==> src/rtl/auth_seq_blk.sv <==
// auth_seq_blk: multi-byte go-code authorisation for the Segway power enable.
// Every received byte is acknowledged one cycle later. A configurable go code,
// with an inter-byte timeout, powers the machine up. Repeated failures lock the
// block out for a fixed period. A stop byte, followed by the rider stepping off,
// drops power.
module auth_seq_blk #(
  parameter int                     CODE_LEN    = 2,
  parameter logic [CODE_LEN*8-1:0]  GO_CODE     = 16'h4731,
  parameter logic [7:0]             STOP_CODE   = 8'h53,
  parameter int                     TIMEOUT_CYC = 1_000_000,
  parameter int                     MAX_FAIL    = 3,
  parameter int                     LOCK_CYC    = 50_000_000
) (
  input  logic       clk,
  input  logic       rst_n,
  input  logic       rx_rdy,
  input  logic [7:0] rx_data,
  input  logic       rider_off,
  output logic       clr_rx_rdy,
  output logic       pwr_up,
  output logic       auth_fail,
  output logic       locked
);

  // Counter widths. Each is at least one bit, so degenerate 1-cycle settings still elaborate.
  localparam int TW = (TIMEOUT_CYC > 1) ? $clog2(TIMEOUT_CYC) : 1;
  localparam int LW = (LOCK_CYC > 1) ? $clog2(LOCK_CYC) : 1;
  localparam int FW = $clog2(MAX_FAIL + 1);

  localparam logic [TW-1:0] T_LAST = TW'(TIMEOUT_CYC - 1);
  localparam logic [TW-1:0] T_ONE  = TW'(1);
  localparam logic [LW-1:0] L_LAST = LW'(LOCK_CYC - 1);
  localparam logic [LW-1:0] L_ONE  = LW'(1);
  localparam logic [FW-1:0] F_MAX  = FW'(MAX_FAIL);
  localparam logic [FW-1:0] F_ONE  = FW'(1);
  localparam logic [2:0]    LEN3   = 3'(CODE_LEN);
  localparam logic [1:0]    I_ONE  = 2'd1;

  typedef enum logic [2:0] {
    S_IDLE,
    S_COLLECT,
    S_PWR1,
    S_PWR2,
    S_REAUTH,
    S_LOCKOUT
  } state_t;

  state_t          state_q, state_d;
  logic [1:0]      idx_q, idx_d;
  logic [TW-1:0]   tmr_q, tmr_d;
  logic [LW-1:0]   lk_cnt_q, lk_cnt_d;
  logic [FW-1:0]   fail_cnt_q, fail_cnt_d;
  logic            fail_pulse_d;

  logic            clr_rx_rdy_q;
  logic            pwr_up_q;
  logic            auth_fail_q;
  logic            locked_q;

  // Code bytes unpacked MSB-first; slots beyond CODE_LEN are never addressed.
  logic [7:0] code_byte [4];

  for (genvar gi = 0; gi < 4; gi++) begin : g_code
    if (gi < CODE_LEN) begin : g_used
      assign code_byte[gi] = GO_CODE[8*(CODE_LEN-1-gi) +: 8];
    end else begin : g_unused
      assign code_byte[gi] = 8'h00;
    end
  end

  // Per-cycle byte classification shared by the code-collecting states.
  logic first_hit;
  logic stop_hit;
  logic byte_mismatch;
  logic timeout_hit;
  logic last_byte;

  assign first_hit     = rx_rdy && (rx_data == code_byte[0]);
  assign stop_hit      = rx_rdy && (rx_data == STOP_CODE);
  assign byte_mismatch = rx_rdy && (rx_data != code_byte[idx_q]);
  assign timeout_hit   = (tmr_q == T_LAST);
  assign last_byte     = (({1'b0, idx_q} + 3'd1) == LEN3);

  // Next-state logic: sequencing, timeout, failure accounting and lockout timing.
  always_comb begin
    state_d      = state_q;
    idx_d        = idx_q;
    tmr_d        = tmr_q;
    lk_cnt_d     = lk_cnt_q;
    fail_cnt_d   = fail_cnt_q;
    fail_pulse_d = 1'b0;

    case (state_q)
      S_IDLE: begin
        // Non-matching bytes are silently dropped and do not count as failures.
        if (first_hit) begin
          tmr_d = '0;
          if (LEN3 == 3'd1) begin
            state_d    = S_PWR1;
            idx_d      = '0;
            fail_cnt_d = '0;
          end else begin
            state_d = S_COLLECT;
            idx_d   = I_ONE;
          end
        end
      end

      S_COLLECT: begin
        // A timeout wins over a byte arriving in the same cycle.
        if (timeout_hit || byte_mismatch) begin
          fail_pulse_d = 1'b1;
          idx_d        = '0;
          tmr_d        = '0;
          fail_cnt_d   = (fail_cnt_q == F_MAX) ? fail_cnt_q : fail_cnt_q + F_ONE;
          if ((fail_cnt_q + F_ONE) == F_MAX) begin
            state_d  = S_LOCKOUT;
            lk_cnt_d = '0;
          end else begin
            state_d = S_IDLE;
          end
        end else if (rx_rdy) begin
          tmr_d = '0;
          if (last_byte) begin
            state_d    = S_PWR1;
            idx_d      = '0;
            fail_cnt_d = '0;
          end else begin
            idx_d = idx_q + I_ONE;
          end
        end else begin
          tmr_d = tmr_q + T_ONE;
        end
      end

      S_PWR1: begin
        // Only a stop byte moves on; rider_off by itself keeps power up.
        if (stop_hit) begin
          state_d = rider_off ? S_IDLE : S_PWR2;
        end
      end

      S_PWR2: begin
        if (rider_off) begin
          state_d = S_IDLE;
        end else if (first_hit) begin
          tmr_d = '0;
          if (LEN3 == 3'd1) begin
            state_d = S_PWR1;
            idx_d   = '0;
          end else begin
            state_d = S_REAUTH;
            idx_d   = I_ONE;
          end
        end
      end

      S_REAUTH: begin
        // Power stays on during re-authorisation; a failure here is not counted.
        if (rider_off) begin
          state_d = S_IDLE;
          idx_d   = '0;
          tmr_d   = '0;
        end else if (timeout_hit || byte_mismatch) begin
          state_d = S_PWR2;
          idx_d   = '0;
          tmr_d   = '0;
        end else if (rx_rdy) begin
          tmr_d = '0;
          if (last_byte) begin
            state_d = S_PWR1;
            idx_d   = '0;
          end else begin
            idx_d = idx_q + I_ONE;
          end
        end else begin
          tmr_d = tmr_q + T_ONE;
        end
      end

      S_LOCKOUT: begin
        // Bytes are still acknowledged but otherwise ignored until expiry.
        if (lk_cnt_q == L_LAST) begin
          state_d    = S_IDLE;
          lk_cnt_d   = '0;
          fail_cnt_d = '0;
        end else begin
          lk_cnt_d = lk_cnt_q + L_ONE;
        end
      end

      default: begin
        state_d    = S_IDLE;
        idx_d      = '0;
        tmr_d      = '0;
        lk_cnt_d   = '0;
        fail_cnt_d = '0;
      end
    endcase
  end

  // State, counters and registered outputs (outputs decoded from next state).
  always_ff @(posedge clk or negedge rst_n) begin
    if (!rst_n) begin
      state_q      <= S_IDLE;
      idx_q        <= '0;
      tmr_q        <= '0;
      lk_cnt_q     <= '0;
      fail_cnt_q   <= '0;
      clr_rx_rdy_q <= 1'b0;
      pwr_up_q     <= 1'b0;
      auth_fail_q  <= 1'b0;
      locked_q     <= 1'b0;
    end else begin
      state_q      <= state_d;
      idx_q        <= idx_d;
      tmr_q        <= tmr_d;
      lk_cnt_q     <= lk_cnt_d;
      fail_cnt_q   <= fail_cnt_d;
      clr_rx_rdy_q <= rx_rdy;
      pwr_up_q     <= (state_d == S_PWR1) || (state_d == S_PWR2) || (state_d == S_REAUTH);
      auth_fail_q  <= fail_pulse_d;
      locked_q     <= (state_d == S_LOCKOUT);
    end
  end

  assign clr_rx_rdy = clr_rx_rdy_q;
  assign pwr_up     = pwr_up_q;
  assign auth_fail  = auth_fail_q;
  assign locked     = locked_q;

endmodule
==> config.mk <==
export PLATFORM = sky130hd
export DESIGN_NAME = auth_seq_blk
export DESIGN_NICKNAME = d
export VERILOG_FILES = /design/src/rtl/auth_seq_blk.sv
export SDC_FILE = /design/constraint.sdc
export NUM_CORES = 1
export LEC_CHECK = 0
export CORE_ASPECT_RATIO = 0.9
export CORE_MARGIN = 2
export CORE_UTILIZATION = 65
export DETAILED_ROUTE_END_ITERATION = 8
export DONT_BUFFER_PORTS = 1
export PLACE_DENSITY = 0.81
export SLEW_MARGIN = 20
export SYNTH_ARGS = -nofsm -noshare
export SYNTH_HDL_FRONTEND = slang
export SYNTH_SLANG_ARGS = --single-unit
==> constraint.sdc <==
create_clock -name clk -period 5.11 [get_ports clk]
set_input_delay 0 -clock clk [delete_from_list [all_inputs] [get_ports clk]]
set_output_delay 0 -clock clk [all_outputs]
set_load 0.02 [all_outputs]
==> out/summary.txt <==
DR vias: 3,138
RD Place Congestion: 0.8690
core region area: 5224 um2
worst stage delay on the critical path: 0.86 ns
# clock sinks: 57
clk buf depth: 2
die area: 5962 um2
fin nets: 413
setup TNS: 0 ns
fin util: 72.46%
leakage: 1.510 nW
TritonCTS clock tree: built
Power Total: 1.158 mW
pre-CTS WS: 2.434 ns
I/O Pins: 16
Net Count, Synth: 412
Die Span Y: 73.45 um
drt wl/cell: 17.03 um
Final Slew Violations: 0
drt pass-1 iters: 5
Clock Pin Slew Worst Setup and Hold Paths: 0.06 ns
ratio of cells with drive above 1 in the final layout: 9.204%
Ys Warns: 0
Initial DRC Count: 210
root buffer cell: clkbuf_8
post-synth cell types: 68
DR DRC count: 0
fill cell count: 388
Seq/Total Area, Yosys: 40.95%
VDD IR-drop max: 186.3 uV
syn avg cell area: 8.796 um2
worst-path cell chain: or4b_4 -> nor4_4 -> a31o_1 -> nor2_1 -> o21ai_1 -> o31ai_1
setup violators final: 0
via/cell ratio: 6.691
CP bufs+invs: 0
FMAX: 0.3656 GHz
async set-reset flop share out of synthesis: 100.0%
final WL: 7987 um
actual slew at the worst max-slew pin: 1.019 ns
Reg-to-Reg Start: lk_cnt_q[9]$_DFFE_PN0P_
met2 GRT Util: 44.35%
number of cells on the critical path: 6
Post-synth EDFFs: 0
GR peak layer: met2
CP Launch Point: lk_cnt_q[9]$_DFFE_PN0P_
post-route ant nets: 0
max_cap viols: 0
Starting Density: 66.68%
CP delay by family, top: compound AO/OA/AOI/OAI gates
setup slack, reg-to-reg: 2.37 ns
CP startpoint kind: flip-flop
I/O Buffers: 0
Overall Global Routing Usage: 29.26%
global-route wire length before repair: 13,150 um
initial antenna violation count: 0
R2R cell count: 6
outcome: complete, no violations
synthesized flop and latch total: 57
post-CTS setup buffers: 0
Post-Route Skew: 0.01310 ns
Mapped Area: 3483 um2
Rel. slew slack: 32.03%
CTS resizes: 0
Post-Synthesis Cells: 396
Setup crit end: lk_cnt_q[5]$_DFFE_PN0P_
met3 usage: 7.494%
largest net degree at the start of global routing: 58
Placement Rows: 25
Crit Path Max Fanout: 28
CP endpoint kind: flip-flop
Post-CTS Hold Fix Bufs: 5
Hold WS: 0.02570 ns
Area growth syn-to-layout: 8.657%
total grt overflow: 0
dpl hpwl: 5231 um
Clk Latency, worst-skew pair: 0.34 ns
H-Tree Level Count: 3
Inserted Clock Buffers: 9
final setup margin: 2.374 ns
Hold Fails Final Rpt: 0
RSZ-0062 raised after global routing: no
Hold Crit Class: in -> reg
CP max-delay cell: a31o_1
die span in x: 81.17 um
Setup CP Type: reg -> reg
met1 Use GR: 40.44%
CP Data Required Time: 5.29 ns
Tmin final: 2.736 ns
n_diodes: 0
Tcrit/Tclk final: 53.53%
vias in the first global route: 2,829
Crit path arrival time: 2.92 ns
FF-to-FF End: lk_cnt_q[5]$_DFFE_PN0P_
Most used DFF post-synth: dfrtp_1
cell area power density: 306.0 nW/um2
[cell families after synthesis]
family | after synthesis | synth area share [%]
AO/OA/AOI/OAI | 136 | 25.07
XOR/XNOR | 4 | 1.006
adder cells (fa/ha/maj) | 4 | 1.437
buffers and inverters | 24 | 3.520
flip-flops | 57 | 40.95
multiplexers | 2 | 0.5747
AND/OR/NAND/NOR | 169 | 27.44
[report_power, final]
group / switching (mW) / internal [mW] / total (mW)
sequential: 0.0710 / 0.501 / 0.572
combinational: 0.0571 / 0.0490 / 0.106
clock: 0.178 / 0.302 / 0.480
total: 0.306 / 0.852 / 1.16
[through the flow]
stage,cell area (um2),std cells
floorplan,3483,396
global placement,3486,448
detailed placement,3486,448
CTS,3776,469
global route,3785,469
finish,3785,469
[cell usage after synthesis (2+ instances only)]
cell type  number  area (um2)
o22a_1          2       17.52
o21ai_0        26       130.1
buf_6           3       33.78
nand2_1        37       138.9
and2_1          4       25.02
nor2b_1         4       25.02
and4bb_2        2       25.02
and2_0          2       12.51
ha_1            4       50.05
o21ai_1        35       175.2
nor4b_1         2       17.52
nor3b_1         3       22.52
a22o_1          2       17.52
or4_1           2       15.01
and3_1         11       68.82
nand4b_1        3       26.28
xor2_1          2       17.52
inv_1           7       26.28
o41ai_1         6       52.55
or3_1           5       31.28
nor3_1          8       40.04
clkbuf_1        6       22.52
nand4_1         6       37.54
and4_1          2       17.52
o22ai_1         2       12.51
dfrtp_1        57        1426
a21oi_1        19       95.09
or2_2           2       12.51
nor2_1         26       97.59
xnor2_1         2       17.52
a31oi_1        14       87.58
mux2i_1         2       20.02
o31ai_1        13       97.59
and3_2          2       15.01
buf_2           8       40.04
nand3b_1        3       22.52
nand3_1        29       145.1
nand2b_1        3       18.77
[cell usage in the layout, fill, tap and decap left out, types with 3 or more instances in the layout]
| cell type | instances |
|---|---|
| nand2_1 | 37 |
| o41ai_1 | 6 |
| nor2b_1 | 4 |
| o31ai_1 | 13 |
| nor3_1 | 8 |
| nor3b_1 | 3 |
| dfrtp_1 | 57 |
| ha_1 | 4 |
| nand4b_1 | 3 |
| nand4_1 | 6 |
| nand3_1 | 29 |
| o21ai_0 | 26 |
| clkbuf_1 | 3 |
| clkbuf_8 | 11 |
| nand3b_1 | 3 |
| o21ai_1 | 35 |
| a31oi_1 | 14 |
| and2_1 | 4 |
| inv_1 | 7 |
| nor2_1 | 26 |
| nand2b_1 | 3 |
| or3_1 | 5 |
| a21oi_1 | 19 |
| dlygate4sd3_1 | 4 |
| and3_1 | 11 |
[worst min path at each step]
stage,start,end,slack [ns],cells after the start
floorplan,rst_n,auth_fail$_DFF_PN0_,-0.30,0
finish,rider_off,state_q[1]$_DFF_PN0_,0.03,3
global route,rider_off,state_q[1]$_DFF_PN0_,0.03,3
global placement,rst_n,clr_rx_rdy$_DFF_PN0_,-0.29,0
CTS,rider_off,state_q[1]$_DFF_PN0_,0.002,3
detailed placement,rst_n,clr_rx_rdy$_DFF_PN0_,-0.29,0
[registers in the layout, indices dropped and copies added (netlist names)]
register    cells
lk_cnt_q       26
tmr_q          20
state_q         3
fail_cnt_q      2
idx_q           2
auth_fail       1
clr_rx_rdy      1
locked          1
pwr_up          1
[layer usage]
metal	up-vias	wire [um]
li1	1510	-
met1	1493	3706
met2	119	3713
met3	16	433
met4	0	134
met5	-	0
[area by class of cell]
class	count	area, um2	area share, %
clock inverter	2	60.06	1.587
multi-input combinational	315	1943	51.34
inverter	7	26.28	0.6942
timing repair buffer	7	82.58	2.182
clock buffer	14	162.7	4.298
sequential	57	1426	37.69
tap	67	83.83	2.215
[worst min-delay path: stages]
cell     delay [ns]
nor4_1         0.03
a21oi_1        0.19
nand3_1        0.10
(Power assumes the default switching activity.)
